--- src/rtl/regfile_arb_pkg.sv ---
// Shared definitions for the register-file write sequencer: FSM encodings and default widths.
package regfile_arb_pkg;

  typedef enum logic [1:0] {
    ST_ARB   = 2'd0,
    ST_CLEAR = 2'd1,
    ST_DONE  = 2'd2
  } state_t;

  localparam int unsigned DEF_ADDR_W = 5;
  localparam int unsigned DEF_DATA_W = 32;
  localparam int unsigned STAT_W     = 16;

endpackage

--- src/rtl/rf_rr_select.sv ---
// Combinational round-robin picker: first valid index scanning from rr_ptr upward, wrapping.
module rf_rr_select #(
  parameter int unsigned NUM_REQ = 4,
  parameter int unsigned ID_W    = 2
) (
  input  logic [NUM_REQ-1:0] valid,
  input  logic [ID_W-1:0]    rr_ptr,
  output logic [NUM_REQ-1:0] grant,
  output logic [ID_W-1:0]    grant_idx,
  output logic               any_grant
);

  logic [ID_W-1:0] idx;

  always_comb begin
    grant     = '0;
    grant_idx = '0;
    any_grant = 1'b0;
    idx       = '0;
    for (int unsigned k = 0; k < NUM_REQ; k++) begin
      idx = ID_W'((32'(rr_ptr) + k) % NUM_REQ);
      if (!any_grant && valid[idx]) begin
        grant[idx] = 1'b1;
        grant_idx  = idx;
        any_grant  = 1'b1;
      end
    end
  end

endmodule

--- src/rtl/regfile_write_sequencer.sv ---
// Round-robin sharing of the register file write port plus a full-file clear sequencer.
// Optional per-requester grant and conflict counters when RF_ARB_STATS_EN is defined.
module regfile_write_sequencer
  import regfile_arb_pkg::*;
#(
  parameter int unsigned NUM_REQ = 4,
  parameter int unsigned ADDR_W  = DEF_ADDR_W,
  parameter int unsigned DATA_W  = DEF_DATA_W,
  parameter logic [DATA_W-1:0] CLEAR_VAL = '0,
  localparam int unsigned ID_W   = $clog2(NUM_REQ)
) (
  input  logic                      clk,
  input  logic                      reset,
  input  logic [NUM_REQ-1:0]        req_valid,
  input  logic [NUM_REQ*ADDR_W-1:0] req_addr,
  input  logic [NUM_REQ*DATA_W-1:0] req_data,
  output logic [NUM_REQ-1:0]        req_ready,
  input  logic                      hold,
  input  logic                      clear_start,
  output logic                      clear_busy,
  output logic                      clear_done,
  output logic                      rf_write_enable,
  output logic [ADDR_W-1:0]         rf_in_addr,
  output logic [DATA_W-1:0]         rf_in_data,
  output logic [ID_W-1:0]           rf_grant_id
`ifdef RF_ARB_STATS_EN
  ,
  output logic [NUM_REQ*STAT_W-1:0] stat_grants,
  output logic [STAT_W-1:0]         stat_conflicts
`endif
);

  localparam logic [ADDR_W-1:0] CNT_MAX = '1;

  state_t            state, state_nx;
  logic [ADDR_W-1:0] clr_cnt, clr_cnt_nx;
  logic [ID_W-1:0]   rr_ptr;
  logic              arb_en_c;
  logic [NUM_REQ-1:0] grant_c;
  logic [ID_W-1:0]   grant_idx_c;
  logic              any_grant_c;
  logic              we_nx;
  logic [ADDR_W-1:0] addr_nx;
  logic [DATA_W-1:0] data_nx;
  logic [ID_W-1:0]   id_nx;

  logic [ADDR_W-1:0] addr_a [NUM_REQ];
  logic [DATA_W-1:0] data_a [NUM_REQ];

  for (genvar i = 0; i < NUM_REQ; i++) begin : g_unpack
    assign addr_a[i] = req_addr[i*ADDR_W +: ADDR_W];
    assign data_a[i] = req_data[i*DATA_W +: DATA_W];
  end

  // clear_start outranks requests, so a starting clear also blocks the grant
  assign arb_en_c  = (state == ST_ARB) && !hold && !clear_start;
  assign req_ready = grant_c;

  rf_rr_select #(
    .NUM_REQ (NUM_REQ),
    .ID_W    (ID_W)
  ) u_sel (
    .valid     (req_valid & {NUM_REQ{arb_en_c}}),
    .rr_ptr    (rr_ptr),
    .grant     (grant_c),
    .grant_idx (grant_idx_c),
    .any_grant (any_grant_c)
  );

  always_ff @(posedge clk or negedge reset) begin
    if (!reset) begin
      state   <= ST_ARB;
      clr_cnt <= '0;
    end else begin
      state   <= state_nx;
      clr_cnt <= clr_cnt_nx;
    end
  end

  // Next state and the value to load into the write-port register
  always_comb begin
    state_nx   = state;
    clr_cnt_nx = clr_cnt;
    we_nx      = 1'b0;
    addr_nx    = rf_in_addr;
    data_nx    = rf_in_data;
    id_nx      = rf_grant_id;
    case (state)
      ST_ARB: begin
        if (clear_start && !hold) begin
          state_nx   = ST_CLEAR;
          clr_cnt_nx = '0;
        end else if (any_grant_c) begin
          we_nx   = 1'b1;
          addr_nx = addr_a[grant_idx_c];
          data_nx = data_a[grant_idx_c];
          id_nx   = grant_idx_c;
        end
      end
      ST_CLEAR: begin
        if (!hold) begin
          we_nx      = 1'b1;
          addr_nx    = clr_cnt;
          data_nx    = CLEAR_VAL;
          id_nx      = '0;
          clr_cnt_nx = clr_cnt + 1'b1;
          if (clr_cnt == CNT_MAX) state_nx = ST_DONE;
        end
      end
      ST_DONE:  state_nx = ST_ARB;
      default:  state_nx = ST_ARB;
    endcase
  end

  always_ff @(posedge clk or negedge reset) begin
    if (!reset) begin
      rr_ptr          <= '0;
      rf_write_enable <= 1'b0;
      rf_in_addr      <= '0;
      rf_in_data      <= '0;
      rf_grant_id     <= '0;
      clear_busy      <= 1'b0;
      clear_done      <= 1'b0;
    end else begin
      if (any_grant_c) begin
        rr_ptr <= (grant_idx_c == ID_W'(NUM_REQ - 1)) ? '0 : grant_idx_c + 1'b1;
      end
      rf_write_enable <= we_nx;
      rf_in_addr      <= addr_nx;
      rf_in_data      <= data_nx;
      rf_grant_id     <= id_nx;
      clear_busy      <= (state_nx != ST_ARB);
      clear_done      <= (state_nx == ST_DONE);
    end
  end

`ifdef RF_ARB_STATS_EN
  // Saturating counters, cleared only by reset
  always_ff @(posedge clk or negedge reset) begin
    if (!reset) begin
      stat_grants    <= '0;
      stat_conflicts <= '0;
    end else begin
      for (int i = 0; i < NUM_REQ; i++) begin
        if (grant_c[i] && (stat_grants[i*STAT_W +: STAT_W] != '1)) begin
          stat_grants[i*STAT_W +: STAT_W] <= stat_grants[i*STAT_W +: STAT_W] + 1'b1;
        end
      end
      if ((state == ST_ARB) && !hold && ($countones(req_valid) > 1) && (stat_conflicts != '1)) begin
        stat_conflicts <= stat_conflicts + 1'b1;
      end
    end
  end
`endif

endmodule

--- config.mk ---
export PLATFORM = sky130hd
export DESIGN_NAME = regfile_write_sequencer
export DESIGN_NICKNAME = d
export VERILOG_FILES = /design/src/rtl/regfile_arb_pkg.sv /design/src/rtl/rf_rr_select.sv /design/src/rtl/regfile_write_sequencer.sv
export SDC_FILE = /design/constraint.sdc
export NUM_CORES = 1
export LEC_CHECK = 0
export ABC_AREA = 1
export CELL_PAD_IN_SITES_DETAIL_PLACEMENT = 1
export CELL_PAD_IN_SITES_GLOBAL_PLACEMENT = 2
export CORE_UTILIZATION = 21
export CTS_CLUSTER_SIZE = 16
export DETAILED_ROUTE_END_ITERATION = 10
export PLACE_DENSITY_LB_ADDON = 0.1
export SKIP_LAST_GASP = 1
export SLEW_MARGIN = 30
export SYNTH_ARGS = -nofsm -noshare
export SYNTH_HDL_FRONTEND = slang
export SYNTH_HIERARCHICAL = 1
export SYNTH_SLANG_ARGS = --single-unit
--- constraint.sdc ---
create_clock -name clk -period 3.55 [get_ports clk]
set_input_delay 0.8875 -clock clk [delete_from_list [all_inputs] [get_ports clk]]
set_output_delay 0.8875 -clock clk [all_outputs]
set_load 0.005 [all_outputs]
==> metrics <==
max_slew headroom=0.445; Root Driver=clkbuf_16; CP Launch Type=input port; RSZ-0062 raised after global routing=no; Max FO, Critical Path=8; crit end category=output pin; drc violations=0; Final Instance Area=about 0.0064 mm^2; GR Util All Layers=0.177; post-layout min period=~3.4 ns; GP Congestion=approximately 0.85; Max Root-Sink Buffers=2; area of the mapped netlist=0.00376 mm^2; crit path DAT=around 2.5 ns; PD cells=slightly above 900 mW/mm^2; worst endpoint required time=around 2.7 ns; number of DRC markers in iteration 0=~110; commonest non-fill, non-tap cell in the layout=nand2_1; Initial Util=0.216; syn_nets=between 700 and 800; status=completed; critical path type=in -> out; Slew Limit Fails=0; CTS tree=built; Top Ports=just over 200; Synth Register Bits=51; worst reg2reg startpoint=rr_ptr[1]$_DFFE_PN0P_; Warnings, synthesis=6; Min-Delay Path Class=reg -> reg; Peak Freq=roughly 0.3 GHz; die width=~140 um; vias in the first global route=around 5000; final hold vios=0; dpl hpwl=roughly 13 mm; remaining antenna violation count=0; drt wl/cell=15.8 um; Tcrit/Tclk final=0.955; initial antenna violation count=0; std cell rows=48; Cells after Synth=581; Cell variety after synth=24; # nets final=roughly 950; CTS Buf Count=5; register area share after synthesis=0.339; placeable core region=roughly 0.017 mm^2; P_leak=approximately 3.0 nW; GRT overflow=0; CTS clock-pin slew for the worst setup and hold paths=roughly 0.070 ns; Ant. Diodes=0; worst slew pin tran=between 0.8 and 0.9 ns; Chip Height=between 100 and 150 um; Placed Area=slightly above 0.006 mm^2; hold path start=rf_in_data[5]$_DFFE_PN0P_; Worst-Skew Late Latency=around 0.30 ns; Pre-Repair DR Iteration Count=4; Finished Layout Cells=between 1000 and 1500; r2r setup slk=between 0.6 and 0.7 ns; IO buf count=201; total of max-cap violations=0; Worst Skew=about 0.0045 ns; R2R depth=17; Via Count=approximately 4600; Placed Cells incl. Taps=approximately 1000; Worst Hold Depth=2; Routed WL=16.0 mm; most frequent cells in the layout=228 x nand2_1, 194 x clkdlybuf4s50_1, 160 x nand3_1, 51 x dfrtp_1, 31 x buf_4; DIE AREA=0.0185 mm^2; layout cells sized above 1=0.0976; H-Tree Depth=2; synthesized area per cell=~6.5 um^2; WHS Endpoint=rf_in_data[5]$_DFFE_PN0P_; Vias/cell=around 4.6; capture point of the worst reg-to-reg path=rf_in_addr[0]$_DFFE_PN0P_; synth-to-layout area growth=70.3%; first-pass GRT wire length=between 20 and 30 mm; final number of setup-violating endpoints=0; Max VDD drop=between 400 and 500 uV; pin count of the biggest net entering global routing=35; # clock sinks=51
[registers in the layout, indices dropped and copies added (netlist names)]
signal	count
clear_busy	1
rf_write_enable	1
rf_in_addr	5
rr_ptr	2
clr_cnt	5
clear_done	1
rf_grant_id	2
rf_in_data	32
state	2
[routing by layer]
metal  up-vias  GRT usage  share of wire
met3         6     0.0548          0.069
met5         -          0              0
met2       108      0.323           0.52
li1       2311          -              -
met1      2213      0.205           0.41
met4         0     0.0296         0.0069
[synthesized netlist by cell type]
library cell	n	area (um^2)
nand3_2	2	20.0
ha_1	8	100
a21oi_1	13	65.1
mux2_2	1	11.3
buf_6	8	90.1
nand2_1	231	867
dfrtp_1	51	1280
a21boi_0	4	30.0
nor2_1	19	71.3
inv_2	3	11.3
buf_4	1	7.51
nand2_4	1	11.3
o21ai_0	4	20.0
nor2_4	1	11.3
clkbuf_1	3	11.3
nand4_1	7	43.8
o22ai_1	1	6.26
buf_2	26	130
nand3_1	162	811
nand2_2	8	50.1
o21ai_1	1	5.00
nor3_1	3	15.0
inv_1	22	82.6
nand3_4	1	17.5
[report_power, final]
| part | switching, W | internal (W) | total [W] | leakage, nW |
|---|---|---|---|---|
| Sequential | 0.0000997 | 0.000726 | 0.000825 | 0.672 |
| Clock | 0.000228 | 0.000301 | 0.000529 | 0.0772 |
| Combinational | 0.00269 | 0.00181 | 0.00449 | 2.25 |
| Total | 0.00301 | 0.00283 | 0.00585 | 3.00 |
[metrics by stage]
stage | util | setup TNS, ns | hold WS, ns | power [W] | setup slack (ns)
detailed placement | 0.353 | -8.06 | 0.498 | 0.00536 | -0.437
floorplan | - | 0 | 0.471 | 0.00357 | 0.685
global route | 0.368 | 0 | 0.542 | 0.00653 | 0.0411
CTS | 0.366 | -0.0330 | 0.517 | 0.00595 | -0.0330
global placement | 0.353 | -3.58 | 0.491 | 0.00528 | -0.336
finish | 0.368 | 0 | 0.512 | 0.00585 | 0.159
[critical path, stage by stage]
cell and delay (ns):
dlygate4sd2_1 0.27, nor2_4 0.17, nand2_4 0.11, nor2_4 0.13, inv_1 0.06, nand2_2 0.09, nand3_4 0.11, nand2_4 0.11
nor2_4 0.06, buf_4 0.13, nand4_1 0.06, nand3_1 0.06, dlygate4sd2_1 0.26
[layout make-up]
cell class,instances,area (um^2)
clock buffers,8,156
inverters,25,93.8
repair buffers,238,2360
well taps,225,282
multi-input cells,467,2240
flip-flops and latches,51,1280
fillers,2148,11000
[worst max path at each step]
stage	slack, ns	endpoint	startpoint	depth (start not counted)
finish	0.16	req_ready[0]	hold	13
global placement	-0.34	req_ready[0]	hold	11
detailed placement	-0.44	req_ready[1]	hold	12
CTS	-0.03	req_ready[1]	clear_start	13
floorplan	0.68	req_ready[1]	hold	11
global route	0.04	req_ready[2]	hold	13
[repair_timing]
action	in CTS	in global routing
setup buffers	1	4
setup endpoints to repair	4	4
pin swaps	4	8
hold buffers	0	0
resized for setup	25	4
[logic make-up after synthesis]
family	synth area share
adder cells (fa/ha/maj)	0.0266
multiplexers	0.00299
buffers and inverters	0.0884
flip-flops	0.339
AO/OA/AOI/OAI	0.0336
AND/OR/NAND/NOR	0.509
(Power assumes the default switching activity.)
